--- config.mk ---
export PLATFORM = sky130hd
export DESIGN_NAME = drp_reconf_seq
export DESIGN_NICKNAME = d
export VERILOG_FILES = /design/src/rtl/drp_reconf_seq.sv
export SDC_FILE = /design/constraint.sdc
export NUM_CORES = 1
export LEC_CHECK = 0
export CORE_MARGIN = 2
export CORE_UTILIZATION = 48
export CTS_BUF_LIST = sky130_fd_sc_hd__clkbuf_2
export CTS_CLUSTER_DIAMETER = 30
export DETAILED_ROUTE_END_ITERATION = 8
export PLACE_DENSITY = 0.82
export SLEW_MARGIN = 20
export SYNTH_ARGS = -nofsm -noshare
export SYNTH_HDL_FRONTEND = slang
export SYNTH_SLANG_ARGS = --single-unit
--- constraint.sdc ---
create_clock -name DCLK -period 2.1 [get_ports DCLK]
set_input_delay 0.315 -clock DCLK [delete_from_list [all_inputs] [get_ports DCLK]]
set_output_delay 0.315 -clock DCLK [all_outputs]
set_load 0.01 [all_outputs]
--- src/rtl/drp_reconf_seq.sv ---
// DRP master: walks an {address, mask, data} table, doing one read-modify-write
// per entry through the DRP port, then waits for PLL lock and pulses DONE.
module drp_reconf_seq #(
  parameter int NUM_ENTRIES  = 23,
  parameter int IDX_W        = 5,
  parameter int DRP_TIMEOUT  = 16,
  parameter int LOCK_TIMEOUT = 1024
) (
  input  logic             DCLK,
  input  logic             RST,
  input  logic             START,
  input  logic             LOCKED,
  input  logic             DRDY,
  input  logic [15:0]      DO,
  input  logic [6:0]       ENTRY_ADDR,
  input  logic [15:0]      ENTRY_MASK,
  input  logic [15:0]      ENTRY_DATA,
  output logic [IDX_W-1:0] IDX,
  output logic [6:0]       DADDR,
  output logic             DEN,
  output logic             DWE,
  output logic [15:0]      DI,
  output logic             BUSY,
  output logic             DONE,
  output logic             ERR
);

  localparam int T_MAX = (DRP_TIMEOUT > LOCK_TIMEOUT) ? DRP_TIMEOUT : LOCK_TIMEOUT;
  localparam int CNT_W = $clog2(T_MAX + 1);
  localparam logic [CNT_W-1:0] CNT_SAT  = '1;
  localparam logic [CNT_W-1:0] DRP_LIM  = CNT_W'(DRP_TIMEOUT);
  localparam logic [CNT_W-1:0] LOCK_LIM = CNT_W'(LOCK_TIMEOUT);
  localparam logic [IDX_W-1:0] LAST_IDX = IDX_W'(NUM_ENTRIES - 1);

  typedef enum logic [2:0] {
    S_IDLE, S_RD_REQ, S_RD_WAIT, S_WR_REQ, S_WR_WAIT, S_LOCK_WAIT, S_FINISH
  } state_t;

  state_t           state_q, state_d;
  logic             phase_q, phase_d;   // 0: waiting for DRDY low, 1: waiting for DRDY high
  logic [CNT_W-1:0] cnt_q, cnt_d;
  logic [15:0]      rd_q, rd_d;
  logic [IDX_W-1:0] idx_q, idx_d;
  logic [6:0]       daddr_q, daddr_d;
  logic             den_q, den_d;
  logic             dwe_q, dwe_d;
  logic [15:0]      di_q, di_d;
  logic             busy_q, busy_d;
  logic             done_q, done_d;
  logic             err_q, err_d;
  logic             lock_s1_q, lock_s2_q;
  logic             lock_flush;
  logic             go_finish, set_err;

  assign IDX   = idx_q;
  assign DADDR = daddr_q;
  assign DEN   = den_q;
  assign DWE   = dwe_q;
  assign DI    = di_q;
  assign BUSY  = busy_q;
  assign DONE  = done_q;
  assign ERR   = err_q;

  always_comb begin
    state_d    = state_q;
    phase_d    = phase_q;
    cnt_d      = (cnt_q == CNT_SAT) ? cnt_q : cnt_q + 1'b1;
    rd_d       = rd_q;
    idx_d      = idx_q;
    daddr_d    = daddr_q;
    den_d      = 1'b0;
    dwe_d      = 1'b0;
    di_d       = di_q;
    busy_d     = busy_q;
    done_d     = 1'b0;
    err_d      = err_q;
    lock_flush = 1'b0;
    go_finish  = 1'b0;
    set_err    = 1'b0;

    case (state_q)
      S_IDLE: begin
        cnt_d = '0;
        if (START) begin
          idx_d   = '0;
          err_d   = 1'b0;
          busy_d  = 1'b1;
          state_d = S_RD_REQ;
        end
      end
      S_RD_REQ: begin
        daddr_d = ENTRY_ADDR;
        den_d   = 1'b1;
        phase_d = 1'b0;
        cnt_d   = '0;
        state_d = S_RD_WAIT;
      end
      S_WR_REQ: begin
        di_d    = (rd_q & ENTRY_MASK) | (ENTRY_DATA & ~ENTRY_MASK);
        den_d   = 1'b1;
        dwe_d   = 1'b1;
        phase_d = 1'b0;
        cnt_d   = '0;
        state_d = S_WR_WAIT;
      end
      S_RD_WAIT, S_WR_WAIT: begin
        if (!phase_q) begin
          if (!DRDY) begin
            phase_d = 1'b1;
            cnt_d   = '0;
            if (state_q == S_RD_WAIT) rd_d = DO;
          end else if (cnt_q == DRP_LIM) begin
            go_finish = 1'b1;
            set_err   = 1'b1;
          end
        end else begin
          if (DRDY) begin
            phase_d = 1'b0;
            cnt_d   = '0;
            if (state_q == S_RD_WAIT) begin
              state_d = S_WR_REQ;
            end else if (idx_q == LAST_IDX) begin
              state_d    = S_LOCK_WAIT;
              lock_flush = 1'b1;
            end else begin
              idx_d   = idx_q + 1'b1;
              state_d = S_RD_REQ;
            end
          end else if (cnt_q == DRP_LIM) begin
            go_finish = 1'b1;
            set_err   = 1'b1;
          end
        end
      end
      S_LOCK_WAIT: begin
        if (lock_s2_q) begin
          go_finish = 1'b1;
        end else if (cnt_q == LOCK_LIM) begin
          go_finish = 1'b1;
          set_err   = 1'b1;
        end
      end
      S_FINISH: begin
        cnt_d   = '0;
        state_d = S_IDLE;
      end
      default: state_d = S_IDLE;
    endcase

    // DONE is raised on the edge that enters FINISH, so a START seen during the
    // DONE cycle lands in FINISH and is ignored.
    if (go_finish) begin
      state_d = S_FINISH;
      done_d  = 1'b1;
      busy_d  = 1'b0;
      cnt_d   = '0;
      if (set_err) err_d = 1'b1;
    end
  end

  always_ff @(posedge DCLK) begin
    if (RST) begin
      state_q <= S_IDLE;
      phase_q <= 1'b0;
      cnt_q   <= '0;
      rd_q    <= '0;
      idx_q   <= '0;
      daddr_q <= '0;
      den_q   <= 1'b0;
      dwe_q   <= 1'b0;
      di_q    <= '0;
      busy_q  <= 1'b0;
      done_q  <= 1'b0;
      err_q   <= 1'b0;
    end else begin
      state_q <= state_d;
      phase_q <= phase_d;
      cnt_q   <= cnt_d;
      rd_q    <= rd_d;
      idx_q   <= idx_d;
      daddr_q <= daddr_d;
      den_q   <= den_d;
      dwe_q   <= dwe_d;
      di_q    <= di_d;
      busy_q  <= busy_d;
      done_q  <= done_d;
      err_q   <= err_d;
    end
  end

  // The synchronizer is flushed after the last write so only LOCKED samples
  // taken after the reconfiguration can end LOCK_WAIT.
  always_ff @(posedge DCLK) begin
    if (RST || lock_flush) begin
      lock_s1_q <= 1'b0;
      lock_s2_q <= 1'b0;
    end else begin
      lock_s1_q <= LOCKED;
      lock_s2_q <= lock_s1_q;
    end
  end

endmodule

Word level (Yosys, flattened, before mapping)
Index checks and enable logic that the tools add are counted.
{ "op_classes": {"add_sub_neg": 2, "multipliers": 0, "n_div": 0, "order_cmp": 0, "eq_ne": 19, "shift": 0, "n_mux": 41, "n_bitwise": 7, "reduce_logical": 13} }
{ "ops": {"columns": ["cell", "n"], "rows": [
  ["11-bit two-way mux", 4],
  ["16-bit AND", 2],
  ["5-bit two-way mux", 5],
  ["11-bit equality test, second input constant", 2],
  ["11-bit one-hot mux with 2 select lines", 1],
  ["1-bit two-way mux", 20],
  ["3-bit two-way mux", 6],
  ["16-bit NOT", 1],
  ["16-bit bitwise OR", 1],
  ["3-bit one-hot mux with 5 select lines", 1],
  ["2-bit != test, second input constant", 6],
  ["4-bit AND reduction", 3],
  ["11-bit by 1-bit adder with 11-bit output, second input constant", 1],
  ["11-bit by 5-bit equality test with 1-bit output, second input constant", 1],
  ["5-bit one-hot mux with 2 select lines", 1],
  ["3-bit equality test, second input constant", 3],
  ["3-bit != test, second input constant", 3],
  ["3-bit by 2-bit equality test with 1-bit output, second input constant", 2],
  ["1-bit one-hot mux with 2 select lines", 3],
  ["6-bit AND reduction", 1],
  ["2-bit OR reduction", 3],
  ["5-bit by 1-bit adder with 5-bit output, second input constant", 1],
  ["5-bit equality test, second input constant", 1],
  ["2-bit nonzero test", 2],
  ["other kinds (6)", 8]
]} }
{ "word_totals": {"register_bits": 66, "latchBits": 0, "ram_bits": 0, "rom_bits": 0, "inputBits": 60, "output_inout_bits": 33, "wordCells": 97, "mem_count": 0} }

Depth between registers and ports, before layout
{ "depth": {"ltp_word": 7, "depth_mapped": 7, "mapped_depth_nobuf": 6} }

Least setup slack after synthesis
Ideal clock, no wire load.
{ "synth_timing": {"path_kind": "reg2reg", "startpoint": "reg idx_q[0] (netlist: IDX[0])", "endpoint": "reg idx_q[3] (netlist: IDX[3])", "setup_ns": 0.070, "arrival_time_ns": 1.729, "t_required_ns": 2.030, "path_slack_ns": 0.301, "stages_incl_launch_ff": 8, "n_path_buf": 1, "synth_period_minus_slack_ns": 1.799, "cell_sequence": "dfxtp_1 > inv_1 > ha_1 > and4b_1 > clkbuf_1 > a221o_1 > or3_1 > a21boi_1"} }
{ "synth_between": {"elab_chain_len": 6, "word_cells_on_any_way": 9, "cone_classes": "1 x add/sub; 2 x eq/ne; 5 x mux; 1 x reduce/logical"} }
{ "synth_lines": {"columns": ["element", "line_no", "text"], "rows": [
  ["from (decl)", "43", "logic [IDX_W-1:0] idx_q, idx_d;"],
  ["from (signal assigned)", "180", "idx_q <= idx_d;"],
  ["5-bit by 1-bit adder with 5-bit output", "126", "idx_d = idx_q + 1'b1;"],
  ["5-bit two-way mux", "122", "end else if (idx_q == LAST_IDX) begin"],
  ["5-bit two-way mux", "120", "if (state_q == S_RD_WAIT) begin"],
  ["5-bit two-way mux", "117", "if (DRDY) begin"],
  ["5-bit two-way mux", "107", "if (!phase_q) begin"],
  ["5-bit one-hot mux with 2 select lines", "81", "case (state_q)"]
]} }
Several ways; a longest one is shown, not always the timed one. The select of a mux whose other input is x is not followed.
A chain may end at the register's enable or synchronous reset.

Worst setup path after layout
{ "layout_timing": {"startpoint": "reg state_q[0]", "endpoint": "reg rd_q[1]"} }
{ "layout_between": {"elab_chain_len": 3, "word_cells_on_any_way": 4, "cone_classes": "2 x eq/ne; 2 x reduce/logical"} }
{ "layout_lines": {"columns": ["element", "line_no", "text"], "rows": [
  ["from (decl)", "39", "state_t state_q, state_d;"],
  ["from (signal assigned)", "176", "state_q <= state_d;"],
  ["3-bit by 2-bit equality test with 1-bit output or 3-bit equality test (tied branches)", "81, 111", null],
  ["2-bit OR reduction", "81", null],
  ["4-bit AND reduction (no source line) *", null, null],
  ["to (signal assigned)", "179", "rd_q <= rd_d;"],
  ["to (decl)", "42", "logic [15:0] rd_q, rd_d;"]
]} }
Mark *: on every way between the ends. The rest lies on a longest branch, timed or not.

==> impl_metrics.py <==
metrics = {
    "outcome": {
        "status": "finished clean",
    },
    "placement": {
        "finalWeightedCongestion": 0.8746,
        "io_buffers": 92,
        "hpwl_mm": 5.411,
    },
    "pwr": {
        "comb_power_share": 0.159,
        "switchingPower_mw": 0.6920,
        "power_density_nw_per_um2": 631.9,
        "ir_drop_uv": 480.6,
        "leakagePower_nw": 1.476,
        "p_int_mw": 1.932,
        "power_frac_seq": 0.509,
        "power_mw": 2.624,
        "swShare": 0.2637,
        "clockPowerShare": 0.332,
    },
    "synthesis": {
        "syn_nets": 411,
        "synthArstFlopShare": 0,
        "ys.flop_type": "dfxtp_1",
        "synth-seq-area-share": 0.4415,
        "ys_warn_count": 0,
        "syn_inst": 347,
        "netlist_area_sq_um": 2993,
        "synth_area_per_cell_sq_um": 8.625,
        "synth_edf_count": 0,
        "yosysUniqueCellTypes": 52,
        "synth_seq_cells": 66,
    },
    "global_routing": {
        "antenna_found_initial": 0,
        "grt_max_degree": 48,
        "grt_use_total": 0.2153,
        "grt_pass1_vias": 2738,
        "grt_pass1_wl_mm": 12.21,
        "grt_remaining_overflow": 0,
    },
    "cells_and_area": {
        "syn_to_final_growth_pct": 38.75,
        "final_nets": 504,
        "antenna_cells": 0,
        "drive_gt1_frac": 0.08539,
        "fillerInstances": 496,
        "utilization": 0.6932,
    },
    "critical_path": {
        "worst-path-buf-inv": 0,
        "cpPeakStageDelay_ps": 590,
        "required_ps": 2480,
        "cp.arrival_ps": 2310,
        "slowest_stage": "or3_1",
        "critPathTopFamily": "simple AND/OR/NAND/NOR gates",
        "endpoint_kind": "register",
        "path_max_fanout": 16,
        "cp_cell_sequence": "or3b_1 -> or3_1 -> nand2_1 -> a21oi_1",
        "crit_type": "reg2reg",
        "crit_path_start_kind": "register",
    },
    "cts": {
        "clock_sinks": 66,
        "clkTransAtPathRegs_ps": 200,
        "cts_root_buffer": "clkbuf_2",
        "cts_tree": "built",
        "insertion_delay_ps": 510,
        "cts_resized": 0,
        "numCtsBuffers": 9,
        "hold_buffers": 0,
        "htree_levels": 3,
        "cts_setup_buffers": 0,
        "clk_path_buf_depth": 2,
    },
    "timing": {
        "relSlewSlack": 0.6281,
        "fin_crit_sh": 0.9179,
        "tightest_slew_ps": 557.9,
        "max_freq_mhz": 518.8,
        "setup_viol_count_final": 0,
        "final-hold-violation-count": 0,
        "tns_ps": 0,
        "drv_slew": 0,
        "fin_crit_ps": 1928,
        "rsz0062_at_grt": "false",
        "clock_skew_ps": 18.88,
    },
    "flow_run": {
        "max_cap_viol_count": 0,
    },
    "floorplanning": {
        "design.core.area_sq_um": 5991,
        "num_rows": 28,
        "die_y_microns": 82.96,
        "die_w_microns": 82.96,
        "initial_core_util": 0.4996,
        "pin_count": 93,
        "die_area_sq_um": 6882,
    },
    "detailed_routing": {
        "antenna_left": 0,
        "first_iter_violations": 146,
        "routed_wl_mm": 7.269,
        "post_drt_wl_per_cell_microns": 13.98,
        "via_per_inst": 5.406,
        "route.vias.total": 2811,
        "firstDrtPassIters": 4,
        "drc_errors": 0,
    },
    "min_path": {
        "hp-class": "in2reg",
    },
}
## kinds of logic (layout without fill, tap and decap cells)
logic type	after synthesis	after routing	synth area share
compound gates	84	84	0.1806
mux	19	19	0.06354
simple gates	131	131	0.2174
flops	66	66	0.4415
buf+inv	34	132	0.05393
xor+xnor	9	9	0.02634
fa+ha+maj	4	4	0.01672
## Yosys cell counts, types with 3 or more instances
| cell type | count | area (sq um) |
|---|---|---|
| nand4_1 | 5 | 31.28 |
| buf_4 | 3 | 22.52 |
| or3_1 | 3 | 18.77 |
| a41oi_1 | 3 | 26.28 |
| and2_1 | 4 | 25.02 |
| mux2i_1 | 19 | 190.2 |
| ha_1 | 4 | 50.05 |
| nor3_1 | 11 | 55.05 |
| dfxtp_1 | 66 | 1321 |
| nand3_1 | 7 | 35.03 |
| nand2b_1 | 3 | 18.77 |
| clkbuf_1 | 13 | 48.80 |
| nand2_1 | 47 | 176.4 |
| a21oi_1 | 31 | 155.2 |
| buf_2 | 5 | 25.02 |
| nor4_1 | 3 | 18.77 |
| a211oi_1 | 20 | 150.1 |
| nor2b_1 | 3 | 18.77 |
| xnor2_1 | 8 | 70.07 |
| inv_1 | 7 | 26.28 |
| nor2_1 | 28 | 105.1 |
| buf_1 | 3 | 11.26 |
| a31oi_1 | 5 | 31.28 |
| o21ai_0 | 10 | 50.05 |
## placed cells by master (no fill, tap or decap), types with 5 or more instances in the layout
| cell | instances |
|---|---|
| nor2_1 | 27 |
| mux2i_1 | 19 |
| buf_4 | 16 |
| a211oi_1 | 20 |
| nand4_1 | 5 |
| o21ai_0 | 10 |
| dfxtp_1 | 66 |
| nand2_1 | 47 |
| nand3_1 | 7 |
| xnor2_1 | 8 |
| inv_1 | 7 |
| nor3_1 | 11 |
| clkdlybuf4s50_1 | 92 |
| clkbuf_2 | 9 |
| a21oi_1 | 31 |
| a31oi_1 | 5 |
## power groups by stage
stage | clock (mW) | combinational [mW] | sequential [mW]
floorplan | 0 | 0.200 | 1.36
global placement | 0 | 0.409 | 1.36
detailed placement | 0 | 0.417 | 1.36
CTS | 0.891 | 0.419 | 1.34
global route | 0.961 | 0.457 | 1.35
finish | 0.871 | 0.416 | 1.34
## through the flow
step	instances	instance area [sq um]	setup WS [ps]	hold slack, ps
6_report	520	4153	172.4	322.7
5_1_grt	520	4153	50.27	269.4
4_1_cts	520	4153	179.7	289.6
3_5_place_dp	504	4015	46.56	449.3
3_3_place_gp	504	4015	115.5	412.7
2_1_floorplan	347	2993	301.1	405.7
## state kept, by name, summed over array words and instances (netlist names)
| name | count |
|---|---|
| cnt_q | 11 |
| DEN | 1 |
| DWE | 1 |
| BUSY | 1 |
| ERR | 1 |
| DADDR | 7 |
| state_q | 3 |
| lock_s2_q | 1 |
| DONE | 1 |
| IDX | 5 |
| rd_q | 16 |
| phase_q | 1 |
| DI | 16 |
| lock_s1_q | 1 |
## path summary, 6_finish.rpt
| check | endpoint | cells past startpoint | slack (ps) | startpoint |
|---|---|---|---|---|
| setup / recovery | rd_q[1] | 4 | 170 | state_q[0] |
| hold / removal | rd_q[14] | 3 | 320 | DO[14] |
| setup reg to reg | rd_q[1] | 4 | 170 | state_q[0] |
| hold reg to reg | rd_q[14] | 2 | 470 | rd_q[14] |
## per-layer routing
| layer | part of all wire | GRT usage | vias up |
|---|---|---|---|
| li1 | - | - | 1420 |
| met1 | 0.42 | 0.2453 | 1308 |
| met2 | 0.49 | 0.3658 | 74 |
| met3 | 0.080 | 0.08648 | 9 |
| met4 | 0.014 | 0.07303 | 0 |
| met5 | 0 | 0 | - |
## final cells by class
cell class / count / area [sq um] / share of cell area
Clock buffer: 9 / 45.04 / 0.01085
Clock inverter: 7 / 92.59 / 0.02230
Inverter: 7 / 26.28 / 0.006327
Tap cell: 75 / 93.84 / 0.02260
Multi-Input combinational cell: 247 / 1513 / 0.3643
Sequential cell: 66 / 1321 / 0.3182
Timing Repair Buffer: 109 / 1061 / 0.2555
## worst register-to-register path, delay by kind of cell, from the launching register on
kind,cells,cell delay (ps)
simple gates,3,1250
flops,1,490
compound gates,1,80
Power figures use the tool's default switching activity.
